<file path="src/rtl/seq_stage_sequencer.sv">
// Multi-cycle stage sequencer for the sequential RISC-V core: one-hot stage enables, wait-states,
// halt handling and cycle/retired counters. Define SEQ_STEP_EN to add single-step PAUSE support.
module seq_stage_sequencer #(
   parameter int unsigned CNT_W      = 32,
   parameter int unsigned FETCH_WAIT = 0,
   parameter int unsigned MEM_WAIT   = 0,
   parameter int unsigned MAX_INSTR  = 0
) (
   input  logic             clk,
   input  logic             rst_n,
   input  logic             start,
   input  logic             is_mem,
   input  logic             halt_req,
`ifdef SEQ_STEP_EN
   input  logic             step_mode,
   input  logic             step,
`endif
   output logic             fetch_en,
   output logic             decode_en,
   output logic             exec_en,
   output logic             mem_en,
   output logic             wb_en,
   output logic             pc_we,
   output logic             busy,
   output logic             halted,
   output logic [CNT_W-1:0] cycle_cnt,
   output logic [CNT_W-1:0] instr_cnt
);

   typedef enum logic [2:0] {
      StIdle, StFetch, StDecode, StExec, StMem, StWb, StHalt, StPause
   } state_e;

   localparam logic [3:0]       FetchWait = 4'(FETCH_WAIT);
   localparam logic [3:0]       MemWait   = 4'(MEM_WAIT);
   localparam logic [CNT_W-1:0] MaxInstr  = CNT_W'(MAX_INSTR);
   localparam logic [CNT_W-1:0] CntOne    = CNT_W'(1);

   state_e           state_q, state_d;
   logic [3:0]       wait_q, wait_d;
   logic             mem_q, mem_d;
   logic             halt_q, halt_d;
   logic [CNT_W-1:0] cycle_q, cycle_d;
   logic [CNT_W-1:0] instr_q, instr_d;
   logic [CNT_W-1:0] instr_inc;
   logic             halt_hit;
   logic             fetch_q, fetch_d, decode_q, decode_d, exec_q, exec_d;
   logic             memen_q, memen_d, wb_q, wb_d, busy_q, busy_d, halted_q, halted_d;

   assign instr_inc = instr_q + CntOne;
   // Budget compare uses the wrapped count, so a wrapped counter can still hit MAX_INSTR.
   assign halt_hit  = halt_q || ((MAX_INSTR != 0) && (instr_inc == MaxInstr));

   always_comb begin
      state_d = state_q;
      wait_d  = wait_q;
      mem_d   = mem_q;
      halt_d  = halt_q;
      instr_d = instr_q;
      cycle_d = busy_q ? cycle_q + CntOne : cycle_q;

      case (state_q)
         StIdle: begin
            wait_d = 4'd0;
            if (start) state_d = StFetch;
         end
         StFetch: begin
            if (wait_q == FetchWait) begin
               wait_d  = 4'd0;
               state_d = StDecode;
            end else begin
               wait_d = wait_q + 4'd1;
            end
         end
         StDecode: begin
            mem_d   = is_mem;
            halt_d  = halt_req;
            state_d = StExec;
         end
         StExec: begin
            wait_d  = 4'd0;
            state_d = mem_q ? StMem : StWb;
         end
         StMem: begin
            if (wait_q == MemWait) begin
               wait_d  = 4'd0;
               state_d = StWb;
            end else begin
               wait_d = wait_q + 4'd1;
            end
         end
         StWb: begin
            instr_d = instr_inc;
            wait_d  = 4'd0;
            if (halt_hit) state_d = StHalt;
`ifdef SEQ_STEP_EN
            else if (step_mode) state_d = StPause;
`endif
            else state_d = StFetch;
         end
         StHalt: state_d = StHalt;
`ifdef SEQ_STEP_EN
         StPause: begin
            wait_d = 4'd0;
            if (step || !step_mode) state_d = StFetch;
         end
`endif
         default: state_d = StIdle;
      endcase

      // Output flops are loaded from the next state so they track state_q exactly.
      fetch_d  = (state_d == StFetch);
      decode_d = (state_d == StDecode);
      exec_d   = (state_d == StExec);
      memen_d  = (state_d == StMem);
      wb_d     = (state_d == StWb);
      halted_d = (state_d == StHalt);
      busy_d   = fetch_d | decode_d | exec_d | memen_d | wb_d;
   end

   always_ff @(posedge clk or negedge rst_n) begin
      if (!rst_n) begin
         state_q  <= StIdle;
         wait_q   <= 4'd0;
         mem_q    <= 1'b0;
         halt_q   <= 1'b0;
         cycle_q  <= '0;
         instr_q  <= '0;
         fetch_q  <= 1'b0;
         decode_q <= 1'b0;
         exec_q   <= 1'b0;
         memen_q  <= 1'b0;
         wb_q     <= 1'b0;
         busy_q   <= 1'b0;
         halted_q <= 1'b0;
      end else begin
         state_q  <= state_d;
         wait_q   <= wait_d;
         mem_q    <= mem_d;
         halt_q   <= halt_d;
         cycle_q  <= cycle_d;
         instr_q  <= instr_d;
         fetch_q  <= fetch_d;
         decode_q <= decode_d;
         exec_q   <= exec_d;
         memen_q  <= memen_d;
         wb_q     <= wb_d;
         busy_q   <= busy_d;
         halted_q <= halted_d;
      end
   end

   assign fetch_en  = fetch_q;
   assign decode_en = decode_q;
   assign exec_en   = exec_q;
   assign mem_en    = memen_q;
   assign wb_en     = wb_q;
   assign pc_we     = wb_q;
   assign busy      = busy_q;
   assign halted    = halted_q;
   assign cycle_cnt = cycle_q;
   assign instr_cnt = instr_q;

endmodule
</file>
<file path="config.mk">
export PLATFORM = sky130hd
export DESIGN_NAME = seq_stage_sequencer
export DESIGN_NICKNAME = d
export VERILOG_FILES = /design/src/rtl/seq_stage_sequencer.sv
export SDC_FILE = /design/constraint.sdc
export NUM_CORES = 1
export LEC_CHECK = 0
export CORE_UTILIZATION = 30
export CTS_CLUSTER_SIZE = 25
export DETAILED_ROUTE_END_ITERATION = 8
export GPL_TIMING_DRIVEN = 0
export SLEW_MARGIN = 20
export SYNTH_ARGS = -nofsm -noshare
export SYNTH_HDL_FRONTEND = slang
export SYNTH_SLANG_ARGS = --single-unit
</file>
<file path="constraint.sdc">
create_clock -name clk -period 2.4 [get_ports clk]
set_input_delay 0.48 -clock clk [delete_from_list [all_inputs] [get_ports clk]]
set_output_delay 0.48 -clock clk [all_outputs]
set_load 0.02 [all_outputs]
</file>
==> impl_metrics.yaml <==
routing:
  routed_via_density: 4.73
  wl_per_cell_um: 13.6
  drtPass1Iterations: 4
  drtIter0Drc: 84
  drc: 0
  ant_nets: 0
  vias: 2854
  wirelength_um: 8220
synthesis:
  synth_cells: 343
  netlist_area_um2: 3740
  syn_area_per_cell_um2: 10.9
  ys_seq_area_share_pct: 53.5
  synth_edf_count: 0
  synth_commonest_cells: "dfrtp_1, xnor2_1, nand2_1, xor2_1, nand3_1"
  yosysTopAreaCellShare_pct: 53.5
  syn-num-nets: 352
  synthFlopType: "dfrtp_1"
  ys_async_sr_fraction_pct: 100
  yosysWarnings: 0
  synth.distinct_cells: 44
  synth_area_leaders: "dfrtp_1, xnor2_1, xor2_1"
  synth_area_leader_cell: "dfrtp_1"
  ys_seq_elements: 80
  synth.most_common_cell: "dfrtp_1"
min_path:
  hold_path_class: "in -> async"
sta:
  grt_setup_unrepaired: "no"
  worstMarginPinSlew_ns: 0.816
  clock.fmax_mhz: 488
  skew_ns: 0.00600
  slew_violations: 0
  hold_ws_ns: 0.118
  period_share_pct: 85.5
  finalSetupViolCount: 0
  hold_viol_final: 0
  tns_ns: 0
  slew_headroom_pct: 45.1
  period_needed_ns: 2.05
setup_path:
  worstPathArrival_ns: 2.27
  start_kind: "register"
  rr_worst_depth: 4
  crit_path_max_fanout: 7
  worstPathRequired_ns: 2.61
  critPathLaunch: "busy"
  critPathKind: "reg -> reg"
  r2r_start: "busy"
  end_kind: "register"
cells_and_area:
  finalNetCount: 440
  diodes: 0
  drive_gt1_share_pct: 8.03
  area_delta_synth_final_pct: 33.8
  fillers: 1184
run:
  maxCapViolations: 0
clock_network:
  clk_pin_slew_ns: 0.06
  postCtsSetupBuffers: 0
  clock_latency_ns: 0.33
  cts-root-buf: "clkbuf_16"
  htreeDepth: 3
  cts_tree: "yes"
  cts.sinks: 80
  cts_buffers: 9
  cts_resized: 0
  max-clock-path-buffers: 2
  cts_hold_buffers: 0
die:
  die_h_um: 114
  die_area_um2: 12900
  num_io_pins: 77
  rows: 40
  core_area_um2: 12100
  initial_core_util_pct: 31.0
  die_x_um: 114
power:
  swShare_pct: 33.2
  powerDensity_nw_per_um2: 835
  vdd_drop_max_v: 0.000450
  p_comb_share_pct: 28.2
  pwr-share-clk_pct: 30.2
  power.net_switching_mw: 1.39
  p_leak_nw: 2.06
  power.internal_mw: 2.79
  seqPwrFrac_pct: 41.6
grt:
  grt_pass1_vias: 2788
  overflow: 0
  grt_max_degree: 42
  grt_use_total_pct: 13.6
  grt_pass1_wl_um: 13800
  antenna_found_initial: 0
placed_design:
  port_buffers: 76
  place_congestion: 0.789
  place_hpwl_um: 5870
run_status:
  status: "complete, no violations"
## stage by stage
stage / power (mW) / worst slack (ns) / cell area [µm²] / std cells / utilization, %
2_1_floorplan: 2.45 / 0.545 / 3740 / 343 / -
3_3_place_gp: 2.92 / -2.09 / 4710 / 587 / 39.1
3_5_place_dp: 2.95 / 0.312 / 4730 / 588 / 39.2
4_1_cts: 4.24 / 0.292 / 5000 / 604 / 41.5
5_1_grt: 4.41 / 0.0492 / 5000 / 604 / 41.5
6_report: 4.18 / 0.349 / 5000 / 604 / 41.5
## per-layer routing
layer,vias up,wire [µm],global-route usage [%]
li1,1384,-,-
met5,-,0,0
met4,0,127,6.05
met2,57,3780,20.9
met1,1402,3960,18.2
met3,11,346,3.19
## state kept, by name, indices dropped and copies added (netlist names)
register / cells
mem_en: 1
pc_we: 1
wait_q: 4
cycle_cnt: 32
halted: 1
instr_cnt: 32
fetch_en: 1
halt_hit: 1
state_q: 3
busy: 1
mem_q: 1
exec_en: 1
decode_en: 1
## kinds of logic after synthesis
group / synth area share, %
and+or+nand+nor: 22.4
buffers and inverters: 2.47
adders and majority gates: 1.34
xor gates and xnor gates: 15.2
DFF: 53.5
muxes: 0.903
AOI/OAI and AO/OA: 4.11
## cell type report
class	count	area, µm²	share of cell area [%]
Inverter	12	45.0	0.900
Buffer	11	47.5	0.950
Timing Repair Buffer	77	778	15.5
Clock inverter	5	32.5	0.650
Tap cell	168	210	4.20
Multi-Input combinational cell	240	1650	32.9
Clock buffer	11	243	4.85
Sequential cell	80	2000	40.0
## power groups by stage
stage / clock [mW] / sequential [mW] / combinational, mW
6_report: 1.26 / 1.74 / 1.18
3_5_place_dp: 0 / 1.76 / 1.19
4_1_cts: 1.31 / 1.74 / 1.19
2_1_floorplan: 0 / 1.88 / 0.569
5_1_grt: 1.36 / 1.77 / 1.28
3_3_place_gp: 0 / 1.76 / 1.17
## path summary, 6_finish.rpt
path                                      end  slack, ns
worst max-delay path            cycle_cnt[26]       0.35
worst min-delay path            cycle_cnt[12]       0.12
worst max register to register  cycle_cnt[26]       0.35
worst min register to register  cycle_cnt[31]       0.47
max in group asynchronous       instr_cnt[31]       1.67
min in group clk                cycle_cnt[31]       0.47
## cells in the final DEF (no fill, tap or decap), types with 12 or more instances in the layout
cell type         n
nand3_1          21
clkdlybuf4s50_1  75
dfrtp_1          80
nand4_1          19
xor2_1           23
nor2_1           15
nand2_1          31
inv_1            12
xnor2_1          42
nor3_1           14
## critical path, stage by stage, from the launching register on
cell and delay (ns):
dfrtp_1 0.47, nand4_1 0.29, nor4_1 0.79, nand4_1 0.20
xnor2_1 0.17
Note: power is estimated with default switching activity, not from simulation.
